**src/rtl/cic_comb_decimator.sv**
```systemverilog
//------------------------------------------------------------------------------
// Module   : cic_comb_decimator
// Brief    : Per-channel 1-in-R decimator followed by NSTAGES CIC comb stages.
// Revision : 1.0 - initial release
//------------------------------------------------------------------------------
`default_nettype none

module cic_comb_decimator #(
  parameter int WIDTH   = 64,
  parameter int NSTAGES = 5,
  parameter int DECW    = 10
) (
  input  logic             clk_i,
  input  logic             rstn_i,
  input  logic             clr_i,
  input  logic [DECW-1:0]  cfg_decim_i,
  input  logic             data_valid_i,
  output logic             data_ready_o,
  input  logic [1:0]       sel_i,
  input  logic [WIDTH-1:0] data_i,
  output logic             data_valid_o,
  input  logic             data_ready_i,
  output logic [1:0]       ch_o,
  output logic [WIDTH-1:0] data_o
);

  localparam int c_NCH = 4;
  localparam int c_STW = (NSTAGES > 1) ? $clog2(NSTAGES) : 1;
  localparam logic [c_STW-1:0] c_LAST_STAGE = c_STW'(NSTAGES - 1);

  typedef enum logic [1:0] {
    S_IDLE = 2'd0,
    S_COMB = 2'd1,
    S_OUT  = 2'd2
  } state_t;

  state_t             r_state;
  state_t             w_state_nxt;

  logic [DECW-1:0]    r_dec_cnt [c_NCH];
  logic [WIDTH-1:0]   r_delay   [c_NCH][NSTAGES];
  logic [WIDTH-1:0]   r_work;
  logic [1:0]         r_ch;
  logic [c_STW-1:0]   r_stage;

  logic               w_accept;
  logic               w_keep;
  logic [DECW-1:0]    w_r_minus1;
  logic [WIDTH-1:0]   w_cur_delay;

  // A ratio of 0 behaves as 1, i.e. every sample is kept.
  assign w_r_minus1 = (cfg_decim_i == '0) ? '0 : (cfg_decim_i - DECW'(1));
  assign w_keep     = (r_dec_cnt[sel_i] >= w_r_minus1);
  assign w_accept   = data_valid_i & data_ready_o;

  always_comb begin
    w_cur_delay = '0;
    for (int k = 0; k < NSTAGES; k++) begin
      if (r_stage == c_STW'(k)) begin
        w_cur_delay = r_delay[r_ch][k];
      end
    end
  end

  always_ff @(posedge clk_i or negedge rstn_i) begin
    if (!rstn_i) begin
      r_state <= S_IDLE;
    end else begin
      r_state <= w_state_nxt;
    end
  end

  always_comb begin
    w_state_nxt  = r_state;
    data_ready_o = 1'b0;
    data_valid_o = 1'b0;
    case (r_state)
      S_IDLE: begin
        data_ready_o = 1'b1;
        if (w_accept && w_keep) begin
          w_state_nxt = S_COMB;
        end
      end
      S_COMB: begin
        if (r_stage == c_LAST_STAGE) begin
          w_state_nxt = S_OUT;
        end
      end
      S_OUT: begin
        data_valid_o = 1'b1;
        if (data_ready_i) begin
          w_state_nxt = S_IDLE;
        end
      end
      default: begin
        w_state_nxt = S_IDLE;
      end
    endcase
    if (clr_i) begin
      w_state_nxt = S_IDLE;
    end
  end

  always_ff @(posedge clk_i or negedge rstn_i) begin
    if (!rstn_i) begin
      r_work  <= '0;
      r_ch    <= '0;
      r_stage <= '0;
      for (int c = 0; c < c_NCH; c++) begin
        r_dec_cnt[c] <= '0;
        for (int k = 0; k < NSTAGES; k++) begin
          r_delay[c][k] <= '0;
        end
      end
    end else if (clr_i) begin
      r_work  <= '0;
      r_ch    <= '0;
      r_stage <= '0;
      for (int c = 0; c < c_NCH; c++) begin
        r_dec_cnt[c] <= '0;
        for (int k = 0; k < NSTAGES; k++) begin
          r_delay[c][k] <= '0;
        end
      end
    end else begin
      case (r_state)
        S_IDLE: begin
          if (w_accept) begin
            if (w_keep) begin
              r_dec_cnt[sel_i] <= '0;
              r_work           <= data_i;
              r_ch             <= sel_i;
              r_stage          <= '0;
            end else begin
              r_dec_cnt[sel_i] <= r_dec_cnt[sel_i] + DECW'(1);
            end
          end
        end
        S_COMB: begin
          // Modulo-2^WIDTH difference; wrap cancels the integrator wrap.
          r_work  <= r_work - w_cur_delay;
          r_stage <= r_stage + c_STW'(1);
          for (int k = 0; k < NSTAGES; k++) begin
            if (r_stage == c_STW'(k)) begin
              r_delay[r_ch][k] <= r_work;
            end
          end
        end
        default: begin
        end
      endcase
    end
  end

  assign data_o = r_work;
  assign ch_o   = r_ch;

endmodule

`default_nettype wire

```
**config.mk**
```make
export PLATFORM = sky130hd
export DESIGN_NAME = cic_comb_decimator
export DESIGN_NICKNAME = d
export VERILOG_FILES = /design/src/rtl/cic_comb_decimator.sv
export SDC_FILE = /design/constraint.sdc
export NUM_CORES = 2
export LEC_CHECK = 0
export ABC_CLOCK_PERIOD_IN_PS = 6100
export CAP_MARGIN = 25
export CORE_MARGIN = 4
export CORE_UTILIZATION = 35
export CTS_CLUSTER_DIAMETER = 50
export DETAILED_ROUTE_END_ITERATION = 8
export GPL_TIMING_DRIVEN = 1
export SLEW_MARGIN = 20
export SYNTH_ARGS = -nofsm -noshare
export SYNTH_HDL_FRONTEND = slang
export SYNTH_SLANG_ARGS = --single-unit
```
**constraint.sdc**
```tcl
create_clock -name clk_i -period 6.1 [get_ports clk_i]
set_input_delay 1.22 -clock clk_i [delete_from_list [all_inputs] [get_ports clk_i]]
set_output_delay 1.22 -clock clk_i [all_outputs]
set_load 0.05 [all_outputs]
```
==> metrics.txt <==
fmax between 150 and 200 MHz; Synth cell types 76; sequential power share 38.0%; Max Cap Viol 0; Skew-Pair Late Insertion Delay ~850 ps; I/O Pins 149; CTS Buf Count 169; largest net degree at the start of global routing roughly 160; Setup Skew 60.0 ps; Max Buffers Root-to-Sink 3; final setup fails 0; net switching power of the design roughly 0.0086 W; Synth Cell Area roughly 0.069 sq mm; Cells after Synth approximately 6,600; HP Class in2async; Sink Count around 1,400; Final Cycle Share between 90% and 100%; pwr/cell area approximately 330 mW/mm^2; Tmin final about 5700 ps; Combinational Power Share approximately 22%; synthesized flop and latch total between 1,000 and 1,500; antenna violations before repair 0; Slew Viols, Final 0; syn_nets ~6,800; cts repair resizes 0; Row Count 162; Final nets ~6,600; fillcell total between 15,000 and 20,000; critical path class reg2reg; CTS H-tree lvls 4; initial core utilization 35.2%; GRT overflow 0; Clock power frac between 40% and 50%; RSZ-0062 raised after global routing false; Compound-Gate Fraction of Synth Area a little under 20%; Post-Place Cells 8,915; footprint of the multi-input gates 0.0318 sq mm; CTS tree done; EDFF count, synth 0; startpoint types flop; asr flop ratio synth 100%; first-pass GRT wire length between 300 and 400 mm; GR peak layer met2; Register-to-Register Setup Slack about 430 ps; Die H 452 microns; Crit Path Max Fanout 20; Synth Area in Adders under 10%; Worst Path Arrival ~6400 ps; setup_tns 0 ps; DRC violations left 0; drt total wl 255 mm; global-route usage over all layers 24.5%; # port buffers approximately 150; share of layout cells above drive strength 1 between 10% and 20%; Hold Vio Cnt, Final 0; XOR/XNOR Fraction of Synth Area 0.801%; core area 0.195 sq mm; Internal around 0.017 W; DRT antenna net count 0; register area 0.0348 sq mm; Sw Share between 30% and 40%; vias per inst about 6; power after layout 0.0259 W; simple logic cell fraction of the synthesized area about an eighth; main combinational cell family by area after synthesis compound AO/OA/AOI/OAI gates; Avg Inst Size Synth 10.5 sq um; GR Util met1 31.3%; Primary FF master, synth dfrtp_1; Pleak between 30 and 40 nW; met2 Usage GRT about two fifths; required time of the critical path approximately 6800 ps; status finished, final reports clean; DR WL/cell approximately 28 microns; Initial DRT Pass Iterations 6; CP endpoint kind flop; final non-filler cell total 9,226; via count between 50,000 and 60,000; GR Layer Usage met3 3.81%; most frequent cells in the layout nand2_1, dfrtp_1, o31ai_1, mux4_2, o21ai_0; ANT cells 0; Root Driver clkbuf_16; worst slew pin tran roughly 1100 ps; DRT iter0 DRCs approximately 6,400; P&R area growth vs syn 15.6%; RD Place Congestion a little under 0.9; post-DP HPWL between 150 and 200 mm; worst vdd rail ir drop 354 uV; slew margin rel. 26.1%; die area approximately 0.20 sq mm; vias in the first global route 55,900; most common cell after layout, fill and taps aside nand2_1; count of yosys warnings during synthesis 0; Die Width ~450 microns; Reg clk slew, reported paths around 60 ps; post-synthesis mux area share between 10% and 20%; register area share after synthesis 50.5%
[final timing paths]
path                                           from                        to  cells after the start
setup reg to reg                ch_o[0]$_DFFE_PN0P_    data_o[60]$_DFFE_PN0P_                     16
hold / removal                               rstn_i  r_delay[889]$_DFFE_PN0P_                      1
max in group asynchronous                    rstn_i  r_delay[347]$_DFFE_PN0P_                      2
setup / recovery                ch_o[0]$_DFFE_PN0P_    data_o[60]$_DFFE_PN0P_                     16
hold reg to reg            r_delay[457]$_DFFE_PN0P_  r_delay[457]$_DFFE_PN0P_                      2
min in group clk_i         r_delay[457]$_DFFE_PN0P_  r_delay[457]$_DFFE_PN0P_                      2
[final cells by class]
| class | count | area share [%] |
|---|---|---|
| timing repair buffer | 348 | 4.70 |
| tap | 2624 | 4.12 |
| multi-input combinational | 4523 | 40.0 |
| clock buffer | 235 | 6.04 |
| inverter | 31 | 0.146 |
| sequential | 1391 | 43.7 |
| clock inverter | 74 | 1.25 |
[stage by stage]
step	worst slack, ps	hold slack, ps	instance area [sq um]	util (%)
after global placement	427	453	73600	37.7
after global routing	133	380	79600	40.7
after CTS	356	345	79600	40.7
after floorplan	1030	443	68900	-
after detailed placement	379	460	73800	37.7
final	429	373	79600	40.7
[synth_stat cells, types with 5 or more instances]
cell      count  area, sq um
inv_1        31          116
dfrtp_1    1391        34800
o22ai_1      12         75.1
o21a_1       12         90.1
nor2_1      166          623
nor3_1       36          180
o31a_1        5         43.8
a21o_1       28          210
mux2i_1      76          761
mux4_2      330         7430
nand2_1    1782         6690
nand2b_1     17          106
buf_1        35          131
clkbuf_1    561         2110
nor4_1        5         31.3
o21ai_0     210         1050
a21oi_1     130          651
ha_1         80         1000
nand4_1      14         87.6
o31ai_1    1218         9140
a211oi_1     37          278
a31oi_1      12         75.1
and3_1       12         75.1
xnor2_1      38          333
xor2_1       25          219
or3_1         7         43.8
a22oi_1       6         45.0
and2_1        9         56.3
nand3_1      25          125
o21ai_1       8         40.0
buf_2        47          235
mux2_2        5         56.3
o21bai_1     11         82.6
a221oi_1     64          561
o311ai_0     63          552
nor2b_1      15         93.8
[registers in the layout, summed over array words and instances, names as in the netlist]
name and count:
data_o 64, r_delay 1280, r_stage 3, r_dec_cnt 40, r_state 2, ch_o 2
[worst max-delay path, cell delays in order (launching register included)]
cell and delay [ps]:
dfrtp_4 850, buf_12 260, buf_12 240, buf_4 220
mux4_2 500, a221oi_1 290, o311ai_0 130, o21ai_0 260
ha_1 350, nand3_1 180, nor4_1 670, and3_1 290
a21oi_1 100, o21ai_1 460, nor4_2 110, o31a_1 330
a2111oi_2 260
[routing by layer]
metal	vias up	share of wire, %
li1	24100	-
met1	28400	39
met2	2788	46
met3	718	7.5
met4	0	6.9
met5	-	0
[kinds of logic (layout without fill, tap and decap cells)]
kind of cell    Yosys count  after routing
compound gates         1863           1863
xor+xnor                 63             63
fa+ha+maj                81             81
buf+inv                 676            688
flops                  1391           1391
mux                     411            411
simple gates           2105           2105
[power by group through the flow]
stage | sequential (W) | combinational [W] | clock [W]
floorplan | 0.0101 | 0.00311 | 0
global placement | 0.0100 | 0.00551 | 0
detailed placement | 0.0100 | 0.00556 | 0
CTS | 0.00983 | 0.00558 | 0.0105
global route | 0.00985 | 0.00597 | 0.0109
finish | 0.00984 | 0.00566 | 0.0104
[timing repair]
action,in CTS,in global routing
setup buffers,0,1
hold buffers,0,0
endpoints found under the setup margin,0,1
No activity file was read; power rests on OpenSTA's default activity.
